`src/rtl/lh_pkg.sv`:
```
// Shared constants, state encoding and byte helpers for the light-hash round scheduler.
package lh_pkg;

   localparam logic [7:0] HEAD_BYTE = 8'hFF;
   localparam logic [7:0] TAIL_BYTE = 8'h00;
   localparam logic [7:0] LO1_BYTE  = 8'h20;
   localparam logic [7:0] HI1_BYTE  = 8'h7E;
   localparam logic [7:0] LO2_BYTE  = 8'hA1;
   localparam logic [7:0] HI2_BYTE  = 8'hFE;

   typedef enum logic [1:0] {
      IDLE      = 2'd0,
      WAIT_BYTE = 2'd1,
      ROUND     = 2'd2
   } lh_state_t;

   // True only for payload characters; head and tail are classified separately.
   function automatic logic is_legal_byte(input logic [7:0] b);
      return ((b >= LO1_BYTE) && (b <= HI1_BYTE)) || ((b >= LO2_BYTE) && (b <= HI2_BYTE));
   endfunction

   function automatic logic [7:0] rotl8(input logic [7:0] x, input logic [2:0] n);
      logic [15:0] t;
      t = {x, x} << n;
      return t[15:8];
   endfunction

endpackage

```
`src/rtl/lh_sbox.sv`:
```
// Combinational AES forward S-box; one instance is shared across all digest lanes.
module lh_sbox (
   input  logic [7:0] a,
   output logic [7:0] y
);

   localparam logic [0:255][7:0] SBOX = {
      128'h637c777bf26b6fc53001672bfed7ab76,
      128'hca82c97dfa5947f0add4a2af9ca472c0,
      128'hb7fd9326363ff7cc34a5e5f171d83115,
      128'h04c723c31896059a071280e2eb27b275,
      128'h09832c1a1b6e5aa0523bd6b329e32f84,
      128'h53d100ed20fcb15b6acbbe394a4c58cf,
      128'hd0efaafb434d338545f9027f503c9fa8,
      128'h51a3408f929d38f5bcb6da2110fff3d2,
      128'hcd0c13ec5f974417c4a77e3d645d1973,
      128'h60814fdc222a908846eeb814de5e0bdb,
      128'he0323a0a4906245cc2d3ac629195e479,
      128'he7c8376d8dd54ea96c56f4ea657aae08,
      128'hba78252e1ca6b4c6e8dd741f4bbd8b8a,
      128'h703eb5664803f60e613557b986c11d9e,
      128'he1f8981169d98e949b1e87e9ce5528df,
      128'h8ca1890dbfe6426841992d0fb054bb16
   };

   assign y = SBOX[a];

endmodule

```
`src/rtl/lh_round_scheduler.sv`:
```
// Framed byte-stream hash controller: one S-box lookup per cycle, eight lanes per round.
//   state     | meaning
//   IDLE      | no frame open, waiting for head byte
//   WAIT_BYTE | frame open, waiting for payload, tail or restart
//   ROUND     | running update rounds for the latched payload byte
module lh_round_scheduler
   import lh_pkg::*;
#(
   parameter int          ROUNDS      = 32,
   parameter logic [63:0] INIT_DIGEST = 64'h0
) (
   input  logic        clk,
   input  logic        rst_n,
   input  logic [7:0]  msg_byte,
   input  logic        msg_valid,
   output logic        msg_ready,
   output logic [63:0] digest,
   output logic        digest_ready,
   output logic        err_invalid_message_byte,
   output logic        busy
);

   localparam logic [5:0] ROUND_LAST = 6'(ROUNDS - 1);

   lh_state_t   state_q, state_d;
   logic [7:0]  h_q [8];
   logic [7:0]  n_q [8];
   logic [7:0]  m_q;
   logic [2:0]  lane_q;
   logic [5:0]  round_q;
   logic [63:0] digest_q;
   logic        digest_ready_q;
   logic        err_q;

   logic        accept, is_head, is_tail, is_payload, is_illegal;
   logic        lane_last, round_last;
   logic [7:0]  sbox_in, sbox_out;
   logic [63:0] h_flat;

   assign accept     = msg_valid && msg_ready;
   assign is_head    = (msg_byte == HEAD_BYTE);
   assign is_tail    = (msg_byte == TAIL_BYTE);
   assign is_payload = is_legal_byte(msg_byte);
   assign is_illegal = !is_head && !is_tail && !is_payload;
   assign lane_last  = (lane_q == 3'd7);
   assign round_last = (round_q == ROUND_LAST);

   // 3-bit add wraps the lane source index mod 8.
   assign sbox_in = rotl8(h_q[lane_q + 3'd2] ^ m_q, lane_q);

   lh_sbox u_sbox (
      .a (sbox_in),
      .y (sbox_out)
   );

   always_comb begin
      h_flat = '0;
      for (int i = 0; i < 8; i++) h_flat[63 - 8*i -: 8] = h_q[i];
   end

   always_ff @(posedge clk or negedge rst_n) begin
      if (!rst_n) state_q <= IDLE;
      else        state_q <= state_d;
   end

   always_comb begin
      state_d = state_q;
      case (state_q)
         IDLE: begin
            if (accept && is_head) state_d = WAIT_BYTE;
         end
         WAIT_BYTE: begin
            if (accept) begin
               if (is_payload)   state_d = ROUND;
               else if (is_head) state_d = WAIT_BYTE;
               else              state_d = IDLE;
            end
         end
         ROUND: begin
            if (lane_last && round_last) state_d = WAIT_BYTE;
         end
         default: state_d = IDLE;
      endcase
   end

   // Ready is gated by rst_n so the source sees no acceptance while held in reset.
   always_comb begin
      msg_ready = rst_n && (state_q != ROUND);
      busy      = (state_q != IDLE);
   end

   always_ff @(posedge clk or negedge rst_n) begin
      if (!rst_n) begin
         for (int i = 0; i < 8; i++) begin
            h_q[i] <= INIT_DIGEST[63 - 8*i -: 8];
            n_q[i] <= 8'h00;
         end
         m_q            <= 8'h00;
         lane_q         <= 3'd0;
         round_q        <= 6'd0;
         digest_q       <= 64'h0;
         digest_ready_q <= 1'b0;
         err_q          <= 1'b0;
      end else begin
         err_q <= 1'b0;
         case (state_q)
            IDLE: begin
               if (accept && (is_head || is_illegal)) begin
                  for (int i = 0; i < 8; i++) h_q[i] <= INIT_DIGEST[63 - 8*i -: 8];
                  digest_q       <= 64'h0;
                  digest_ready_q <= 1'b0;
                  err_q          <= is_illegal;
               end
            end
            WAIT_BYTE: begin
               if (accept) begin
                  if (is_payload) begin
                     m_q     <= msg_byte;
                     lane_q  <= 3'd0;
                     round_q <= 6'd0;
                  end else if (is_tail) begin
                     digest_q       <= h_flat;
                     digest_ready_q <= 1'b1;
                  end else begin
                     for (int i = 0; i < 8; i++) h_q[i] <= INIT_DIGEST[63 - 8*i -: 8];
                     if (is_illegal) begin
                        err_q          <= 1'b1;
                        digest_q       <= 64'h0;
                        digest_ready_q <= 1'b0;
                     end
                  end
               end
            end
            ROUND: begin
               n_q[lane_q] <= sbox_out;
               lane_q      <= lane_q + 3'd1;
               // Lane 7's result is still on the S-box output, so commit it directly.
               if (lane_last) begin
                  for (int i = 0; i < 7; i++) h_q[i] <= n_q[i];
                  h_q[7]  <= sbox_out;
                  round_q <= round_q + 6'd1;
               end
            end
            default: ;
         endcase
      end
   end

   assign digest                   = digest_q;
   assign digest_ready             = digest_ready_q;
   assign err_invalid_message_byte = err_q;

endmodule

```
`config.mk`:
```
export PLATFORM = sky130hd
export DESIGN_NAME = lh_round_scheduler
export DESIGN_NICKNAME = d
export VERILOG_FILES = /design/src/rtl/lh_pkg.sv /design/src/rtl/lh_sbox.sv /design/src/rtl/lh_round_scheduler.sv
export SDC_FILE = /design/constraint.sdc
export NUM_CORES = 1
export LEC_CHECK = 0
export BUFFER_PORTS_ARGS = -buffer_cell sky130_fd_sc_hd__buf_2
export CORE_MARGIN = 2
export CORE_UTILIZATION = 60
export CTS_BUF_LIST = sky130_fd_sc_hd__clkbuf_2 sky130_fd_sc_hd__clkbuf_4 sky130_fd_sc_hd__clkbuf_8
export DETAILED_ROUTE_END_ITERATION = 16
export MAX_ROUTING_LAYER = met4
export PLACE_DENSITY_LB_ADDON = 0.08
export SETUP_SLACK_MARGIN = 0.02
export SLEW_MARGIN = 10
export SYNTH_ARGS = -nofsm -noshare
export SYNTH_HDL_FRONTEND = slang
export SYNTH_SLANG_ARGS = --single-unit
```
`constraint.sdc`:
```
create_clock -name clk -period 6.9 [get_ports clk]
set_input_delay 0.345 -clock clk [delete_from_list [all_inputs] [get_ports clk]]
set_output_delay 0.345 -clock clk [all_outputs]
set_load 0.005 [all_outputs]
```
==> flow_summary.toml <==
[status]
status = "completed"

[global_routing]
grt_max_degree = 83
track_usage_pct = 47.0
met1_usage_pct = 58.4
antenna_found_initial = 1
grt_pass1_wl_mm = 83.8
grt_pass1_vias = 13666
globalRouteMet2Util_pct = 67.1
grt_remaining_overflow = 0
grt_most_used_layer = "met2"
global_route.usage.met3_pct = 15.1

[critical_path]
slowest_stage = "dfrtp_1"
criticalPathCategory = "reg2reg"
worst_ep_required_time_ns = 7.27
crit_path_cell_trace = "inv_1, ha_1, nand2b_1, o22ai_2, nor3_1, o21a_1, nor4_4, nor2_4, inv_4, ha_1, inv_1, a21oi_1, o22ai_1, a21oi_1, o211ai_1, a32oi_2, o311ai_4, o31ai_1"
buf_inv_stages_crit_path = 3
timing.critical_path.max_delay_family = "compound AO/OA/AOI/OAI gates"
crit_path_max_fanout = 22
critPathArrivalTime_ns = 7.17
timing.critical_path.slowest_cell_delay_ns = 0.68
crit_path_start_kind = "flip-flop"
r2r_slack_ns = 0.09
endpoint_kind = "flip-flop"

[place]
hpwlAfterDp_mm = 38.8
dpl_worst_slack_ns = 0.468
place.port_buffers = 78
global_placement_routability_congestion = 1.18

[hold_path]
hold_class = "in2reg"

[yosys]
synthesis.nets = 1656
synthesis.yosys.warnings = 0
synth_area_per_cell_um2 = 8.56
netlist_instances = 1621
yosysTopAreaCell = "dfrtp_1"
ys_seq_area_share_pct = 37.0
yosys.area.top_type_share_pct = 37.0
netlist_area_before_placement_um2 = 13900
synth_enable_flop_cells = 0
synth.top_cells.by_area = "dfrtp_1 (37%), nand2_1 (10%), o21ai_0 (4.2%)"
synth_ff_type = "dfrtp_1"
yosys.cell_types.count = 114
async_reset_ff_share_pct = 100
postSynthRegisterBits = 205

[sta]
max_slew_margin_pct = 22.0
worst_slew_pin_slew_ns = 1.17
rsz0062_at_grt = "false"
min_period_over_period_pct = 98.7
maxClockFrequency_ghz = 0.147
timing.final.crit_period_ns = 6.81
finalSetupTns_ns = 0
minimum_hold_slack_ns = 0.0721
max_clock_skew_ns = 0.0509
timing_max_transition_violations_final = 0
worst_slack_ns = 0.0925
setup_viol_count_final = 0
final_hold_vio_count = 0

[detailed_routing]
drt-wirelength-per-cell_um = 28.7
drt_via_density = 7.46
drtIter0Drc = 2533
via_count = 14574
drc_errors = 0
first_pass_iters = 8
wl_mm = 56.2
ant_nets = 0

[finish]
post_route_cells_drive_above_1_share_pct = 17.9
finish.net_count = 1682
areaGrowthSynthToFinish_pct = 8.43
layout_commonest_cell = "nand2_1"
layout.cells.most_common_list = "nand2_1 (373), dfrtp_1 (204), o21ai_0 (115)"

[clocking]
postCtsSetupRepairBufs = 0
tritoncts = "built"
maximum_level_of_the_cts_h_tree = 2
max-clock-path-buffers = 3
worstSkewPairLatency_ns = 0.55
cts_root_buf = "clkbuf_8"
cts.clk_slew.worst_paths_ns = 0.06
tritoncts.num_buffers = 34
cts.sinks = 205

[floorplan]
rows = 55
pin_count = 79
die_y_um = 156
core_area_um2 = 22600
die_width_um = 156
floorplan.initialDensity_pct = 61.3
floorplan.die_area_um2 = 24400

[run]
maxCapViolations = 0
-- repair_timing --
item,CTS,global route
hold buffers,1,0
endpoints found under the setup margin,0,25
resized for setup,0,2
endpoints found under the hold margin,79,0
-- logic make-up after synthesis --
family,after synthesis,share of synthesized area [%]
buffers and inverters,154,5.77
adder cells (fa/ha/maj),24,2.16
XOR/XNOR,16,1.17
AO/OA/AOI/OAI,506,27.2
AND/OR/NAND/NOR,674,22.7
multiplexers,42,4.02
flip-flops,205,37.0
-- Yosys cell counts (26+ instances only) --
master / number
nand2_1: 373
dfrtp_1: 205
o21ai_0: 116
nand3_1: 100
nor2_1: 67
clkbuf_1: 63
a21oi_1: 59
o31ai_1: 48
buf_2: 34
nor3_1: 28
a211oi_1: 26
o211ai_1: 26
-- state kept, by name, summed over array words and instances, names as in the netlist --
name                      cells
lane_q                        3
h_flat                       64
round_q                       6
n_q                          56
m_q                           8
state_q                       2
digest_ready                  1
err_invalid_message_byte      1
digest                       64
-- through the flow --
stage          cells  util (%)  instance area (µm²)
5_1_grt         1954      66.5                15000
6_report        1954      66.5                15000
2_1_floorplan   1621         -                13900
3_5_place_dp    1895      63.2                14300
3_3_place_gp    1895      63.2                14300
4_1_cts         1953      66.4                15000
-- per-layer routing --
metal  wire length, µm  vias up
met2             23400     1315
met4              4300        0
met5                 0        -
met1             20200     6861
li1                  -     6040
met3              8250      358
-- final timing paths --
path	from	endpoint	depth (start not counted)
min in group asynchronous	rst_n	digest[43]$_DFFE_PN0P_	2
min	msg_byte[1]	m_q[1]$_DFFE_PN0P_	2
min reg2reg	digest[12]$_DFFE_PN0P_	digest[12]$_DFFE_PN0P_	2
max reg2reg	lane_q[1]$_DFFE_PN0P_	n_q[57]$_DFFE_PN0P_	18
max	lane_q[1]$_DFFE_PN0P_	n_q[57]$_DFFE_PN0P_	18
max in group asynchronous	rst_n	h_flat[33]$_DFFE_PN0P_	3
-- area by class of cell --
class | instances | area (µm²)
multi-input combinational | 1262 | 8010
fill | 1737 | 7590
clock buffer | 49 | 618
inverter | 21 | 81.3
clock inverter | 8 | 83.8
sequential | 205 | 5130
antenna | 1 | 2.50
timing repair buffer | 123 | 764
tap | 285 | 357
Power is left out: the tool's default activity adds up to more than one toggle a clock period on the data nets, which glitch-free logic cannot reach.
